[src/rtl/pc_ctrl_if.sv]
// pc_ctrl_if: request and fetch-address bundle between the IF stage and pc_ctrl.
// master drives the requests and reads the fetch outputs; slave is pc_ctrl itself.
interface pc_ctrl_if #(
  parameter int unsigned XLEN = 32
);
  logic            Stall;
  logic            BranchTaken;
  logic [XLEN-1:0] BranchTarget;
  logic            TrapReq;
  logic [XLEN-1:0] TrapVector;
  logic            HaltReq;
  logic            Resume;
`ifdef PC_CTRL_COMPRESSED_EN
  logic            Is16;
`endif
  logic [XLEN-1:0] PCOutput;
  logic [XLEN-1:0] PCPlus4;
  logic            FetchValid;
  logic            MisalignFault;
  logic [XLEN-1:0] FaultAddr;

  modport master (
`ifdef PC_CTRL_COMPRESSED_EN
    output Is16,
`endif
    output Stall, BranchTaken, BranchTarget,
    output TrapReq, TrapVector, HaltReq, Resume,
    input  PCOutput, PCPlus4, FetchValid,
    input  MisalignFault, FaultAddr
  );

  modport slave (
`ifdef PC_CTRL_COMPRESSED_EN
    input  Is16,
`endif
    input  Stall, BranchTaken, BranchTarget,
    input  TrapReq, TrapVector, HaltReq, Resume,
    output PCOutput, PCPlus4, FetchValid,
    output MisalignFault, FaultAddr
  );
endinterface

[src/rtl/pc_ctrl.sv]
// pc_ctrl: fetch PC register with trap/branch/stall arbitration, boot delay and halt.
// Ports: clk, reset (sync, active-high), bus (pc_ctrl_if.slave). Option macro: PC_CTRL_COMPRESSED_EN.
module pc_ctrl #(
  parameter int unsigned     XLEN         = 32,
  parameter logic [XLEN-1:0] RESET_VECTOR = '0,
  parameter int unsigned     BOOT_CYCLES  = 4
) (
  input logic     clk,
  input logic     reset,
  pc_ctrl_if.slave bus
);

  localparam logic [1:0] S_BOOT = 2'd0;
  localparam logic [1:0] S_RUN  = 2'd1;
  localparam logic [1:0] S_HALT = 2'd2;

  localparam int CW =
    (BOOT_CYCLES > 1) ? $clog2(BOOT_CYCLES + 1) : 1;

`ifdef PC_CTRL_COMPRESSED_EN
  localparam logic [XLEN-1:0] ALIGN_MASK = XLEN'(1);
`else
  localparam logic [XLEN-1:0] ALIGN_MASK = XLEN'(3);
`endif

  logic [1:0]      state;
  logic [CW-1:0]   boot_cnt;
  logic [XLEN-1:0] pc;
  logic [XLEN-1:0] pc_plus4;
  logic [XLEN-1:0] pc_seq;
  logic [XLEN-1:0] trap_tgt;
  logic            br_misaligned;
  logic            fault_q;
  logic [XLEN-1:0] fault_addr_q;

  assign pc_plus4 = pc + XLEN'(4);

`ifdef PC_CTRL_COMPRESSED_EN
  assign pc_seq = bus.Is16 ? pc + XLEN'(2) : pc_plus4;
`else
  assign pc_seq = pc_plus4;
`endif

  assign trap_tgt      = bus.TrapVector & ~ALIGN_MASK;
  assign br_misaligned = |(bus.BranchTarget & ALIGN_MASK);

  assign bus.PCOutput      = pc;
  assign bus.PCPlus4       = pc_plus4;
  assign bus.FetchValid    = (state == S_RUN);
  assign bus.MisalignFault = fault_q;
  assign bus.FaultAddr     = fault_addr_q;

  always_ff @(posedge clk) begin
    if (reset) begin
      pc           <= RESET_VECTOR;
      boot_cnt     <= CW'(BOOT_CYCLES);
      state        <= (BOOT_CYCLES == 0) ? S_RUN : S_BOOT;
      fault_q      <= 1'b0;
      fault_addr_q <= '0;
    end else begin
      fault_q <= 1'b0;
      unique case (state)
        S_BOOT: begin
          if (boot_cnt <= CW'(1)) begin
            state <= S_RUN;
          end else begin
            boot_cnt <= boot_cnt - CW'(1);
          end
        end
        S_RUN: begin
          // A redirect always lands; halt may join it on the same edge.
          if (bus.TrapReq) begin
            pc <= trap_tgt;
          end else if (bus.BranchTaken) begin
            if (br_misaligned) begin
              pc           <= pc_plus4;
              fault_q      <= 1'b1;
              fault_addr_q <= bus.BranchTarget;
            end else begin
              pc <= bus.BranchTarget;
            end
          end else if (!bus.HaltReq && !bus.Stall) begin
            pc <= pc_seq;
          end
          if (bus.HaltReq) begin
            state <= S_HALT;
          end
        end
        S_HALT: begin
          if (bus.TrapReq) begin
            pc    <= trap_tgt;
            state <= S_RUN;
          end else if (bus.Resume) begin
            state <= S_RUN;
          end
        end
        default: state <= S_BOOT;
      endcase
    end
  end

endmodule

[src/flat_wrapper.sv]
// flat-port wrapper written by rule: the top's interface ports become plain ports
module pc_ctrl_flat 
#(
  parameter int unsigned     XLEN         = 32,
  parameter logic [XLEN-1:0] RESET_VECTOR = '0,
  parameter int unsigned     BOOT_CYCLES  = 4
)
  (clk, reset, bus_Stall, bus_BranchTaken, bus_BranchTarget, bus_TrapReq, bus_TrapVector, bus_HaltReq, bus_Resume, bus_PCOutput, bus_PCPlus4, bus_FetchValid, bus_MisalignFault, bus_FaultAddr);
  pc_ctrl_if #(.XLEN(XLEN)) bus_i ();
  input logic clk;
  input logic reset;
  input wire logic [$bits(bus_i.Stall)-1:0] bus_Stall;
  input wire logic [$bits(bus_i.BranchTaken)-1:0] bus_BranchTaken;
  input wire logic [$bits(bus_i.BranchTarget)-1:0] bus_BranchTarget;
  input wire logic [$bits(bus_i.TrapReq)-1:0] bus_TrapReq;
  input wire logic [$bits(bus_i.TrapVector)-1:0] bus_TrapVector;
  input wire logic [$bits(bus_i.HaltReq)-1:0] bus_HaltReq;
  input wire logic [$bits(bus_i.Resume)-1:0] bus_Resume;
  output wire logic [$bits(bus_i.PCOutput)-1:0] bus_PCOutput;
  output wire logic [$bits(bus_i.PCPlus4)-1:0] bus_PCPlus4;
  output wire logic [$bits(bus_i.FetchValid)-1:0] bus_FetchValid;
  output wire logic [$bits(bus_i.MisalignFault)-1:0] bus_MisalignFault;
  output wire logic [$bits(bus_i.FaultAddr)-1:0] bus_FaultAddr;
  assign bus_i.Stall = bus_Stall;
  assign bus_i.BranchTaken = bus_BranchTaken;
  assign bus_i.BranchTarget = bus_BranchTarget;
  assign bus_i.TrapReq = bus_TrapReq;
  assign bus_i.TrapVector = bus_TrapVector;
  assign bus_i.HaltReq = bus_HaltReq;
  assign bus_i.Resume = bus_Resume;
  assign bus_PCOutput = bus_i.PCOutput;
  assign bus_PCPlus4 = bus_i.PCPlus4;
  assign bus_FetchValid = bus_i.FetchValid;
  assign bus_MisalignFault = bus_i.MisalignFault;
  assign bus_FaultAddr = bus_i.FaultAddr;
  pc_ctrl #(.XLEN(XLEN), .RESET_VECTOR(RESET_VECTOR), .BOOT_CYCLES(BOOT_CYCLES)) u_core (.clk(clk), .reset(reset), .bus(bus_i));
endmodule
[config.mk]
export PLATFORM = sky130hd
export DESIGN_NAME = pc_ctrl_flat
export DESIGN_NICKNAME = d
export VERILOG_FILES = /design/src/rtl/pc_ctrl_if.sv /design/src/rtl/pc_ctrl.sv /design/src/flat_wrapper.sv
export SDC_FILE = /design/constraint.sdc
export NUM_CORES = 1
export LEC_CHECK = 0
export ABC_AREA = 1
export CAP_MARGIN = 5
export CELL_PAD_IN_SITES_DETAIL_PLACEMENT = 0
export CELL_PAD_IN_SITES_GLOBAL_PLACEMENT = 2
export CORE_ASPECT_RATIO = 1.2
export CORE_MARGIN = 4
export CORE_UTILIZATION = 22
export DETAILED_ROUTE_END_ITERATION = 8
export PLACE_DENSITY = 0.86
export SETUP_SLACK_MARGIN = 0.15
export SYNTH_ARGS = -nofsm -noshare
export SYNTH_HDL_FRONTEND = slang
export SYNTH_SLANG_ARGS = --single-unit
[constraint.sdc]
create_clock -name clk -period 1.85 [get_ports clk]
set_input_delay 0.37 -clock clk [delete_from_list [all_inputs] [get_ports clk]]
set_output_delay 0.37 -clock clk [all_outputs]
set_load 0.005 [all_outputs]
== Word level (Yosys, flattened, before mapping) ==
Index checks and enable logic that the tools add are counted.
Storage, ports and cells
  register bits after elaboration: 70
  bits of input ports: 71
  output and inout bits: 98
  logic and storage cells: 42
Operators by class
  add/subtract/negate cells: 2
  $lt $le $gt $ge: 1
  equality and inequality tests: 7
  muxes and demuxes: 12
  bitwise gates (word level): 4
  reductions and logical operators: 11
Operator list (number)
  $mux W32: 5
  $pmux W32 S2: 1
  $add A32 B3 Y32 const B: 1
  $mux W2: 4
  $pmux W2 S3: 1
  $reduce_and A3 Y1: 2
  $ne A2 B2 Y1 const B: 2
  $ne A4 B3 Y1 const B: 1
  $not A1 Y1: 4
  $reduce_and A4 Y1: 1
  $reduce_or A4 Y1: 1
  $le A3 B1 Y1 const B: 1
  $ne A3 B3 Y1 const B: 1
  $sub A3 B1 Y3 const B: 1
  $eq A2 B1 Y1 const B: 1
  $eq A2 B2 Y1 const B: 1
  $logic_not A1 Y1: 2
  $logic_not A2 Y1: 1
  $ne A2 B1 Y1 const B: 1
  $reduce_and A2 Y1: 1
  $reduce_bool A2 Y1: 1
  $reduce_or A2 Y1: 1
  $logic_and A1 B1 Y1: 1
  $mux W1: 1

== Depth between registers and ports, before layout ==
  depth in word-level cells: 6
  mapped depth: 10
  gate-level depth less buffers: 10

== Least setup slack after synthesis ==
Ideal clock, no wire load.
  kind: reg-to-output
  start: register u_core.pc[2], in the netlist u_core.bus.PCOutput[2]
  end: output bus_PCPlus4[24]
  arrival: 1207 ps
  data required time: 1480 ps
  slack: 273 ps
  cell stages (with the launch flop): 9
  buffers on the path: 0
  cells stage by stage: dfxtp_1 ha_1 nand2_1 nor2_4 nand2_1 nor2_2 nand2_1 nand2_1 nand2_1
On the way
  word-level cells in the longest chain between the ends: 1
RTL lines
  from (decl): RTL line pc_ctrl.sv:28  | logic [XLEN-1:0] pc;
  from (signal assigned): RTL line pc_ctrl.sv:73  | pc <= trap_tgt;
  from (signal assigned): RTL line pc_ctrl.sv:76  | pc <= pc_plus4;
  from (signal assigned): RTL line pc_ctrl.sv:80  | pc <= bus.BranchTarget;
  $add A32 B3 Y32: RTL line pc_ctrl.sv:36  | assign pc_plus4 = pc + XLEN'(4);
  to (decl): RTL line flat_wrapper.sv:20  | output wire logic [$bits(bus_i.PCPlus4)-1:0] bus_PCPlus4;
No other way between the ends.

== Worst setup path in the final report ==
  start: register u_core.pc[2], in the netlist u_core.bus.PCOutput[2]
  end: register u_core.pc[24], in the netlist u_core.bus.PCOutput[24]
On the way
  word-level cells in the longest chain between the ends: 5
  elaborated cells between the ends (all ways): 6
  those cells by class: add/sub (1); mux (5)
RTL lines
  $add A32 B3 Y32 *: RTL line pc_ctrl.sv:36
  $mux W32 (on tied branches): RTL line pc_ctrl.sv:82, pc_ctrl.sv:75
  $mux W32 *: RTL line pc_ctrl.sv:74  | end else if (bus.BranchTaken) begin
  $mux W32 *: RTL line pc_ctrl.sv:72  | if (bus.TrapReq) begin
  $pmux W32 S2 *: RTL line pc_ctrl.sv:62  | unique case (state)
Mark *: on every way between the ends. The rest lies on a longest branch, timed or not. The select of a mux whose other input is x is not followed.
A chain may end at the register's enable or synchronous reset.

==> impl_metrics.toml <==
[hold_path]
hold_start = "u_core.boot_cnt[2]"
min_path_type = "flip-flop to flip-flop"

[timing]
fin_ws_ns = -0.2353
min_period_ns = 2.085
hold_viol_final = 0
slew_viol_final = 0
tightest_slew_ns = 0.3468
max_slew_margin = 0.7675
post-route-period-util = 1.127
max_freq_ghz = 0.4795
hold_slack_ns = 0.4651
rsz0062_at_grt = "true"
setup_viol = 30
finClkSkew_ns = 0.006979

[grt]
gr-total-overflow = 0
grt_pass1_vias = 5007
grt_max_degree = 51
grt_use_total = 0.1595
antenna_found_initial = 0
grt_pass1_wl_mm = 26.31

[floorplanning]
rows = 54
fp.dieW_um = 132.9
io_pins = 169
coreArea_mm2 = 0.01831
die_y_um = 157.8
die-area_mm2 = 0.02097
initial_core_util = 0.2248

[clocking]
clk_path_buf_depth = 2
numCtsBuffers = 9
root_buffer = "clkbuf_16"
clock_sinks = 70
cts_hold_buf = 0
tritoncts = "yes"
clock_latency_ns = 0.35
path_clk_slew_ns = 0.06
htreeDepth = 3

[status]
status = "complete, but fails checks"
violations = "negative setup slack"

[logic_synthesis]
yosys_warnings = 0
syn_area_mm2 = 0.004116
synth-compound-area-share = 0.2386
synth_top_area_share = 0.3404
synth_area_leaders = "dfxtp_1, o21ai_0, nand2_1"
synth_async_sr_flop_share = 0
synthSimpleGateAreaFrac = 0.3073
synth-main-ff-cell = "dfxtp_1"
ys_ff_latch = 70
synth_xor_area_frac = 0.01702
synthesis.nets = 693
synth.mux.area_fraction = 0
synth.most_common_cell = "nand2_1"
avgSynthCellArea_um2 = 6.650
netlist_instances = 619
synth_top_family_by_area = "simple AND/OR/NAND/NOR gates"
synth_edf_count = 0
synthAdderAreaFrac = 0.009119
synth_area_leader_cell = "dfxtp_1"
yosys-top-cells-count = "nand2_1, nor2_1, o21ai_0"
ys_types = 34
yosysSeqAreaShare = 0.3404

[layout]
area_growth_pct = 88.75
multi_input_area_mm2 = 0.002733
area.sequential_mm2 = 0.001443
layout.nets = 967
diodes = 0
fin_area_mm2 = 0.007770
num-fill-cells = 1945
drive_gt1_frac = 0.3330

[power_and_ir_drop]
seq_power_share = 0.266
max-vdd-ir-drop_mv = 0.4431
p_int_mw = 5.565
p_leak_nw = 3.627
p_switching_mw = 3.166
powerDensity_mw_per_mm2 = 1124
pwr-share-comb = 0.527
switching_share = 0.3626
clkPwrFrac = 0.207
finalPower_mw = 8.731

[detailed_routing]
wl_mm = 17.19
wire_per_inst_um = 14.95
drc = 0
vias = 4951
ant_nets = 0
routed_via_density = 4.305
drt-initial-drc-count = 179
dr.pass1.iters = 4

[setup_path]
cp_max_fo = 3
endpoint_kind = "flip-flop"
crit_start = "u_core.bus.PCOutput[2]"
cp.required_ns = 2.13
arrival_ns = 2.37
worstSetupStartpointType = "flip-flop"
criticalPathCategory = "flip-flop to flip-flop"
r2r_start = "u_core.bus.PCOutput[2]"

[place]
gp_congestion = 0.7979
placed_area_mm2 = 0.006636
dp_hpwl_mm = 13.05
portBuffers = 166

[job]
maxCapViolations = 0
## worst paths after layout
path | end | cells after the start | slack [ns]
worst max-delay path | u_core.bus.PCOutput[24] | 18 | -0.24
worst min-delay path | u_core.boot_cnt[2] | 1 | 0.47
worst max register to register | u_core.bus.PCOutput[24] | 18 | -0.24
worst min register to register | u_core.boot_cnt[2] | 1 | 0.47
## stage by stage
stage	utilization	setup slack (ns)	std cells	setup TNS (ns)
finish	0.4244	-0.2353	1150	-4.695
global route	0.4244	-0.3314	1150	-7.088
floorplan	-	0.2728	619	0
global placement	0.3624	-0.3135	1082	-10.19
CTS	0.4067	-0.2506	1141	-5.381
detailed placement	0.3624	-0.3454	1082	-10.40
## timing repair
action,CTS,global route
pin swaps,42,54
setup endpoints to repair,58,40
buffers inserted,43,9
gates resized for setup,241,72
## worst max-delay path, stage by stage (launching register included)
cell,delay (ns)
dfxtp_4,0.36
ha_4,0.18
nand2_4,0.07
nor2_4,0.04
buf_6,0.12
nand2_4,0.07
nor2_4,0.05
nand2_1,0.07
nand2_1,0.06
buf_4,0.13
buf_4,0.12
buf_4,0.12
buf_6,0.10
buf_6,0.10
buf_6,0.10
buf_6,0.10
nand3_2,0.05
nand2_2,0.05
a21oi_2,0.11
## layer usage
layer  global-route usage  part of all wire  vias up
met5                    0                 0        -
met4              0.04653             0.018        0
met3              0.04418             0.054       16
met2               0.2909              0.51      117
met1               0.1822              0.42     2244
li1                     -                 -     2574
## power groups by stage
stage | combinational [mW] | sequential [mW] | clock, mW
3_5_place_dp | 4.23 | 2.25 | 0
4_1_cts | 4.33 | 2.31 | 1.86
3_3_place_gp | 4.24 | 2.25 | 0
2_1_floorplan | 1.48 | 2.34 | 0
6_report | 4.60 | 2.32 | 1.81
5_1_grt | 5.06 | 2.38 | 1.91
## cell type report
class / count / area share
repair buffers: 295 / 0.3578
multi-input cells: 467 / 0.3517
flip-flops and latches: 70 / 0.1857
well taps: 252 / 0.04058
clock buffers: 12 / 0.03301
inverters: 50 / 0.02544
clock inverters: 4 / 0.005797
## placed cells by master (no fill, tap or decap), types with 2 or more instances in the layout
cell             synthesis  routed
a21oi_1                 62      60
a21oi_2                  2       4
and2_1                   3       3
buf_12                   0      12
buf_2                    9      21
buf_4                    6      85
buf_6                    2      39
clkbuf_16                0       9
clkbuf_8                 0       2
clkdlybuf4s50_1          0     107
clkinv_2                 0       3
dfxtp_1                 70      47
dfxtp_2                  0      18
dfxtp_4                  0       5
dlygate4sd2_1            0      27
dlymetal6s2s_1           0       4
ha_1                     3       2
inv_1                   47      45
inv_2                    2       2
nand2_1                110      73
nand2_2                  8      36
nand2_4                  2      11
nand3_1                 24      17
nand3_2                  3       9
nand3b_1                 2       2
nor2_1                 102      95
nor2_2                   4       6
nor2_4                   6      11
nor2_8                   4       4
nor3_1                   2       2
o21ai_0                 99      91
o21ai_1                  4       6
o21ai_2                  0       5
o21bai_1                14      14
xnor2_2                  0       2
xnor2_4                  0       3
xor2_2                   0       2
## flip-flops by register name, indices dropped and copies added (netlist names)
| name | flops |
|---|---|
| u_core.boot_cnt | 3 |
| u_core.bus.FaultAddr | 32 |
| u_core.bus.MisalignFault | 1 |
| u_core.bus.PCOutput | 32 |
| u_core.state | 2 |
## cells by family (layout without fill, tap and decap cells)
family | after synthesis | after routing
AND/OR/NAND/NOR | 272 | 272
AO/OA/AOI/OAI | 184 | 184
buffers and inverters | 82 | 361
flip-flops | 70 | 70
XOR/XNOR | 8 | 8
adder cells (fa/ha/maj) | 3 | 3
Power figures use the tool's default switching activity.
